==> src/rtl/reg_file_pkg.sv <==
// Shared types and sizes for the architectural register file and its rename-tag bookkeeping.
// Optional REG_FILE_BYPASS_EN forwards same-cycle commits to the read ports.
package reg_file_pkg;

  localparam int unsigned REG_NUM   = 32;
  localparam int unsigned DATA_W    = 32;
  localparam int unsigned TAG_W     = 5;
  localparam int unsigned REG_POS_W = $clog2(REG_NUM);

  typedef logic [DATA_W-1:0]    data_t;
  typedef logic [TAG_W-1:0]     tag_t;
  typedef logic [REG_POS_W-1:0] reg_pos_t;

endpackage

==> src/rtl/reg_file_if.sv <==
// Decoder/ROB-facing bus of the register file: issue, commit and two operand lookups.
// The master side drives requests; the register file is the slave.
interface reg_file_if;
  import reg_file_pkg::*;

  logic     rdy;
  logic     clr;
  logic     issue_enable;
  reg_pos_t issue_rd;
  tag_t     issue_rob_pos;
  logic     reg_commit_enable;
  reg_pos_t reg_pos;
  data_t    reg_val;
  tag_t     commit_rob_pos;
  reg_pos_t rs1_pos;
  reg_pos_t rs2_pos;
  data_t    rs1_val;
  data_t    rs2_val;
  logic     rs1_busy;
  logic     rs2_busy;
  tag_t     rs1_tag;
  tag_t     rs2_tag;

  modport master (
    output rdy, clr, issue_enable, issue_rd, issue_rob_pos,
    output reg_commit_enable, reg_pos, reg_val, commit_rob_pos,
    output rs1_pos, rs2_pos,
    input  rs1_val, rs2_val, rs1_busy, rs2_busy, rs1_tag, rs2_tag
  );

  modport slave (
    input  rdy, clr, issue_enable, issue_rd, issue_rob_pos,
    input  reg_commit_enable, reg_pos, reg_val, commit_rob_pos,
    input  rs1_pos, rs2_pos,
    output rs1_val, rs2_val, rs1_busy, rs2_busy, rs1_tag, rs2_tag
  );

endinterface

==> src/rtl/reg_file_read_port.sv <==
// One combinational operand lookup: value, busy flag and producing tag for a source register.
// With REG_FILE_BYPASS_EN a matching same-cycle commit is forwarded as a resolved value.
module reg_file_read_port
  import reg_file_pkg::*;
(
  input  data_t    state_val  [REG_NUM],
  input  logic     state_busy [REG_NUM],
  input  tag_t     state_tag  [REG_NUM],
  input  logic     commit_fwd,
  input  reg_pos_t commit_pos,
  input  data_t    commit_val,
  input  tag_t     commit_tag,
  input  reg_pos_t pos,
  output data_t    val,
  output logic     busy,
  output tag_t     tag
);

  always_comb begin
    val  = '0;
    busy = 1'b0;
    tag  = '0;
    if (pos != '0) begin
      val  = state_val[pos];
      busy = state_busy[pos];
      tag  = state_busy[pos] ? state_tag[pos] : '0;
`ifdef REG_FILE_BYPASS_EN
      // Only the commit of the newest rename resolves the operand.
      if (commit_fwd && (commit_pos == pos) && (state_tag[pos] == commit_tag)) begin
        val  = commit_val;
        busy = 1'b0;
        tag  = '0;
      end
`endif
    end
  end

`ifndef REG_FILE_BYPASS_EN
  logic unused_commit;
  assign unused_commit = ^{commit_fwd, commit_pos, commit_val, commit_tag};
`endif

endmodule

==> src/rtl/reg_file.sv <==
// Architectural register file with rename tags: issue marks rd busy, ROB commit writes and frees.
// Build option REG_FILE_BYPASS_EN enables same-cycle commit forwarding on both read ports.
module reg_file
  import reg_file_pkg::*;
(
  input  logic         clk,
  input  logic         rst_n,
  reg_file_if.slave    bus
);

  data_t val_q  [REG_NUM];
  data_t val_d  [REG_NUM];
  logic  busy_q [REG_NUM];
  logic  busy_d [REG_NUM];
  tag_t  tag_q  [REG_NUM];
  tag_t  tag_d  [REG_NUM];

  logic commit_we;
  logic commit_frees;
  logic issue_we;
  logic flush;

  assign commit_we    = bus.rdy && bus.reg_commit_enable && (bus.reg_pos != '0);
  // A newer rename of the same register keeps it busy.
  assign commit_frees = commit_we && (tag_q[bus.reg_pos] == bus.commit_rob_pos);
  assign flush        = bus.rdy && bus.clr;
  assign issue_we     = bus.rdy && !bus.clr && bus.issue_enable && (bus.issue_rd != '0);

  always_comb begin
    val_d  = val_q;
    busy_d = busy_q;
    tag_d  = tag_q;
    if (commit_we) begin
      val_d[bus.reg_pos] = bus.reg_val;
    end
    if (flush) begin
      for (int i = 0; i < REG_NUM; i++) begin
        busy_d[i] = 1'b0;
        tag_d[i]  = '0;
      end
    end else begin
      if (commit_frees) begin
        busy_d[bus.reg_pos] = 1'b0;
        tag_d[bus.reg_pos]  = '0;
      end
      // Issue after commit so a same-cycle rename wins.
      if (issue_we) begin
        busy_d[bus.issue_rd] = 1'b1;
        tag_d[bus.issue_rd]  = bus.issue_rob_pos;
      end
    end
  end

  always_ff @(posedge clk or negedge rst_n) begin
    if (!rst_n) begin
      for (int i = 0; i < REG_NUM; i++) begin
        val_q[i]  <= '0;
        busy_q[i] <= 1'b0;
        tag_q[i]  <= '0;
      end
    end else begin
      for (int i = 0; i < REG_NUM; i++) begin
        val_q[i]  <= val_d[i];
        busy_q[i] <= busy_d[i];
        tag_q[i]  <= tag_d[i];
      end
    end
  end

  reg_file_read_port u_rs1 (
    .state_val  (val_q),
    .state_busy (busy_q),
    .state_tag  (tag_q),
    .commit_fwd (commit_we),
    .commit_pos (bus.reg_pos),
    .commit_val (bus.reg_val),
    .commit_tag (bus.commit_rob_pos),
    .pos        (bus.rs1_pos),
    .val        (bus.rs1_val),
    .busy       (bus.rs1_busy),
    .tag        (bus.rs1_tag)
  );

  reg_file_read_port u_rs2 (
    .state_val  (val_q),
    .state_busy (busy_q),
    .state_tag  (tag_q),
    .commit_fwd (commit_we),
    .commit_pos (bus.reg_pos),
    .commit_val (bus.reg_val),
    .commit_tag (bus.commit_rob_pos),
    .pos        (bus.rs2_pos),
    .val        (bus.rs2_val),
    .busy       (bus.rs2_busy),
    .tag        (bus.rs2_tag)
  );

endmodule

==> src/flat_wrapper.sv <==
// flat-port wrapper written by rule: the top's interface ports become plain ports
module reg_file_flat import reg_file_pkg::*;
  (clk, rst_n, bus_rdy, bus_clr, bus_issue_enable, bus_issue_rd, bus_issue_rob_pos, bus_reg_commit_enable, bus_reg_pos, bus_reg_val, bus_commit_rob_pos, bus_rs1_pos, bus_rs2_pos, bus_rs1_val, bus_rs2_val, bus_rs1_busy, bus_rs2_busy, bus_rs1_tag, bus_rs2_tag);
  reg_file_if bus_i ();
  input  logic clk;
  input  logic rst_n;
  input wire logic [$bits(bus_i.rdy)-1:0] bus_rdy;
  input wire logic [$bits(bus_i.clr)-1:0] bus_clr;
  input wire logic [$bits(bus_i.issue_enable)-1:0] bus_issue_enable;
  input wire logic [$bits(bus_i.issue_rd)-1:0] bus_issue_rd;
  input wire logic [$bits(bus_i.issue_rob_pos)-1:0] bus_issue_rob_pos;
  input wire logic [$bits(bus_i.reg_commit_enable)-1:0] bus_reg_commit_enable;
  input wire logic [$bits(bus_i.reg_pos)-1:0] bus_reg_pos;
  input wire logic [$bits(bus_i.reg_val)-1:0] bus_reg_val;
  input wire logic [$bits(bus_i.commit_rob_pos)-1:0] bus_commit_rob_pos;
  input wire logic [$bits(bus_i.rs1_pos)-1:0] bus_rs1_pos;
  input wire logic [$bits(bus_i.rs2_pos)-1:0] bus_rs2_pos;
  output wire logic [$bits(bus_i.rs1_val)-1:0] bus_rs1_val;
  output wire logic [$bits(bus_i.rs2_val)-1:0] bus_rs2_val;
  output wire logic [$bits(bus_i.rs1_busy)-1:0] bus_rs1_busy;
  output wire logic [$bits(bus_i.rs2_busy)-1:0] bus_rs2_busy;
  output wire logic [$bits(bus_i.rs1_tag)-1:0] bus_rs1_tag;
  output wire logic [$bits(bus_i.rs2_tag)-1:0] bus_rs2_tag;
  assign bus_i.rdy = bus_rdy;
  assign bus_i.clr = bus_clr;
  assign bus_i.issue_enable = bus_issue_enable;
  assign bus_i.issue_rd = bus_issue_rd;
  assign bus_i.issue_rob_pos = bus_issue_rob_pos;
  assign bus_i.reg_commit_enable = bus_reg_commit_enable;
  assign bus_i.reg_pos = bus_reg_pos;
  assign bus_i.reg_val = bus_reg_val;
  assign bus_i.commit_rob_pos = bus_commit_rob_pos;
  assign bus_i.rs1_pos = bus_rs1_pos;
  assign bus_i.rs2_pos = bus_rs2_pos;
  assign bus_rs1_val = bus_i.rs1_val;
  assign bus_rs2_val = bus_i.rs2_val;
  assign bus_rs1_busy = bus_i.rs1_busy;
  assign bus_rs2_busy = bus_i.rs2_busy;
  assign bus_rs1_tag = bus_i.rs1_tag;
  assign bus_rs2_tag = bus_i.rs2_tag;
  reg_file u_core (.clk(clk), .rst_n(rst_n), .bus(bus_i));
endmodule
==> config.mk <==
export PLATFORM = sky130hd
export DESIGN_NAME = reg_file_flat
export DESIGN_NICKNAME = d
export VERILOG_FILES = /design/src/rtl/reg_file_pkg.sv /design/src/rtl/reg_file_if.sv /design/src/rtl/reg_file_read_port.sv /design/src/rtl/reg_file.sv /design/src/flat_wrapper.sv
export SDC_FILE = /design/constraint.sdc
export NUM_CORES = 2
export LEC_CHECK = 0
export CAP_MARGIN = 0
export CORE_MARGIN = 2
export CORE_UTILIZATION = 45
export CTS_CLUSTER_DIAMETER = 100
export DETAILED_ROUTE_END_ITERATION = 10
export PLACE_DENSITY_LB_ADDON = 0.1
export SYNTH_ARGS = -nofsm -noshare
export SYNTH_HDL_FRONTEND = slang
export SYNTH_HIERARCHICAL = 1
export SYNTH_SLANG_ARGS = --single-unit
export TNS_END_PERCENT = 30
==> constraint.sdc <==
create_clock -name clk -period 4.3 [get_ports clk]
set_clock_uncertainty 0.1 [all_clocks]
set_input_delay 0.645 -clock clk [delete_from_list [all_inputs] [get_ports clk]]
set_output_delay 0.645 -clock clk [all_outputs]
set_load 0.02 [all_outputs]
==> results.md <==
- Status: finished, final reports clean
- Final-stage net count: 6,501
- Vias: between 50,000 and 60,000
- Setup violators final: 0
- TritonCTS Buffers: about 140
- Total power: around 0.033 W
- Initial antenna violation count: 5
- Slew margin rel.: 20.9%
- Remaining antenna violation count: 0
- DIE AREA: about 0.15 mm^2
- Worst Tran Pin Value: about 1200 ps
- Clock buffer depth: 3
- Max-Cap Viols: 0
- Die H: between 300 and 400 um
- Initial DRC Count: between 6,000 and 7,000
- GRT overflow: 0
- Post-Syn Area per Cell: 10.7 um^2
- Row count: around 140
- Setup Crit Path Kind: flip-flop to primary output
- Gpl congestion: just over 0.9
- Peak supply drop: just under 0.4 mV
- Power per standard cell area: between 400 and 500 mW/mm^2
- Buffers on Ports: approximately 140
- Worst Setup Start Kind: flip-flop
- Vias per cell: between 6 and 7
- Fill count: between 10,000 and 15,000
- Post-Layout Cell Count: 8,563
- # IOs: roughly 140
- Fin util: a little over half
- Total iterations of the first detailed-routing run: 6
- Setup crit end kind: primary output
- Register area: 0.0304 mm^2
- Starting Density: approximately 45%
- Setup TNS Final: 0 ps
- Max Clock Freq: around 0.23 GHz
- Vias in the first global route: 53,300
- Placement Cell Area: 0.0738 mm^2
- Clk sinks: about 1,200
- H-tree depth: 4
- Routed length per placed instance: approximately 30 um
- Worst-path clk slew: around 60 ps
- CTS tree: built
- Synth-to-layout area growth: 15.4%
- Post-synthesis instance total: between 6,000 and 7,000
- RSZ-0062 raised after global routing: false
- Syn nets: 6,451
- Root buf cell: clkbuf_16
- Core footprint: approximately 0.15 mm^2
- Footprint of the multi-input gates: between 0.03 and 0.04 mm^2
- Post-Route WL: 257,000 um
- Total GRT Usage: 33.3%
- Largest net degree at the start of global routing: 122
- CP bufs+invs: 4
- Fin crit period: around 4300 ps
- Final Cycle Share: ~100%
- CP top delay family: buffers and inverters
- Worst Path Required: between 3000 and 4000 ps
- Drc violations: 0
- Critical path's slowest cell: clkdlybuf4s50_1
- Leak Pwr: ~37 nW
- CP most frequent cell: buf_4
- Slew Viols, Final: 0
- Layout cells sized above 1: around a quarter
- Synthesized area: 0.0683 mm^2
- Synth warnings: 6
- Cells after DPL: 8,303
- Arrival @ worst endpoint: 3550 ps
- Crit-path cells: mux4_2 > inv_1 > a2111oi_4 > buf_4 > nor3_4 > buf_4 > a21oi_1 > clkdlybuf4s50_1
- Delay of the slowest critical-path stage: between 600 and 700 ps
- Hold crit path type: flip-flop to flip-flop
- DPL Wire Length: ~160,000 um
- Final hold viol count: 0
- Die X: 393 um
- Worst-path fanout max: 4
- Worst-Skew Late Latency: just under 800 ps
- Final Cell Area: 0.0788 mm^2
- First-pass GRT wire length: about 380,000 um
routing by layer:
layer / routed length [um] / share of wire (%) / global-route usage, %
met1: 104000 / 41 / 46.3
met2: 120000 / 47 / 52.2
met3: 21400 / 8.3 / 5.86
met4: 11600 / 4.5 / 13.4
met5: 38 / 0.015 / 0
where the power goes:
group	leakage [nW]	internal (W)	switching (W)
sequential	15.7	0.0128	0.00121
combinational	18.5	0.00302	0.00287
clock	2.43	0.00776	0.00521
total	36.6	0.0236	0.00929
flip-flops by register name, summed over array words and instances, names as in the netlist:
| register | cells |
|---|---|
| u_core/busy_q | 31 |
| u_core/tag_q | 160 |
| u_core/val_q | 1024 |
cell usage in the layout (no fill, tap or decap), types with 36 or more instances in the layout:
| cell | count |
|---|---|
| nand2_1 | 2463 |
| dfrtp_1 | 1215 |
| mux4_2 | 733 |
| buf_4 | 272 |
| mux2_2 | 229 |
| nand3_1 | 187 |
| clkbuf_16 | 142 |
| clkdlybuf4s50_1 | 128 |
| o21ai_0 | 123 |
| buf_12 | 99 |
| inv_1 | 94 |
| nor2_1 | 92 |
| mux2i_1 | 84 |
| o21ai_1 | 74 |
| a21oi_1 | 55 |
| o221ai_1 | 40 |
| a31oi_1 | 36 |
area by class of cell:
class	count	share of cell area (%)
clock buffer	194	5.13
inverter	100	0.476
tap	2016	3.20
multi-input combinational	4462	44.5
clock inverter	63	1.17
timing repair buffer	512	6.95
antenna	1	0.00318
sequential	1215	38.6
worst paths after layout:
kind	from	endpoint	slack (ps)	cells past startpoint
min reg2reg	u_core/val_q[998]	u_core/val_q[998]	290	0
min	u_core/val_q[998]	u_core/val_q[998]	290	0
max	u_core/busy_q[30]	bus_rs2_tag[0]	2	8
max reg2reg	u_core/tag_q[123]	u_core/tag_q[105]	1150	10
max in group asynchronous	rst_n	u_core/val_q[209]	2260	4
min in group asynchronous	rst_n	u_core/tag_q[28]	360	2
timing repair:
action                     CTS  global route
hold buffers                 1             0
setup buffers                1             0
pin swaps                    1             0
setup endpoints to repair    6             2
hold endpoints to repair    90             0
gates resized for setup      4             2
per-stage QoR:
| stage | setup WS [ps] | hold WS [ps] |
|---|---|---|
| global route | 24.3 | 302 |
| detailed placement | -670 | 282 |
| CTS | 12.3 | 296 |
| floorplan | 1010 | 249 |
| finish | 2.41 | 293 |
| global placement | -591 | 278 |
Note: power is estimated with default switching activity, not from simulation.
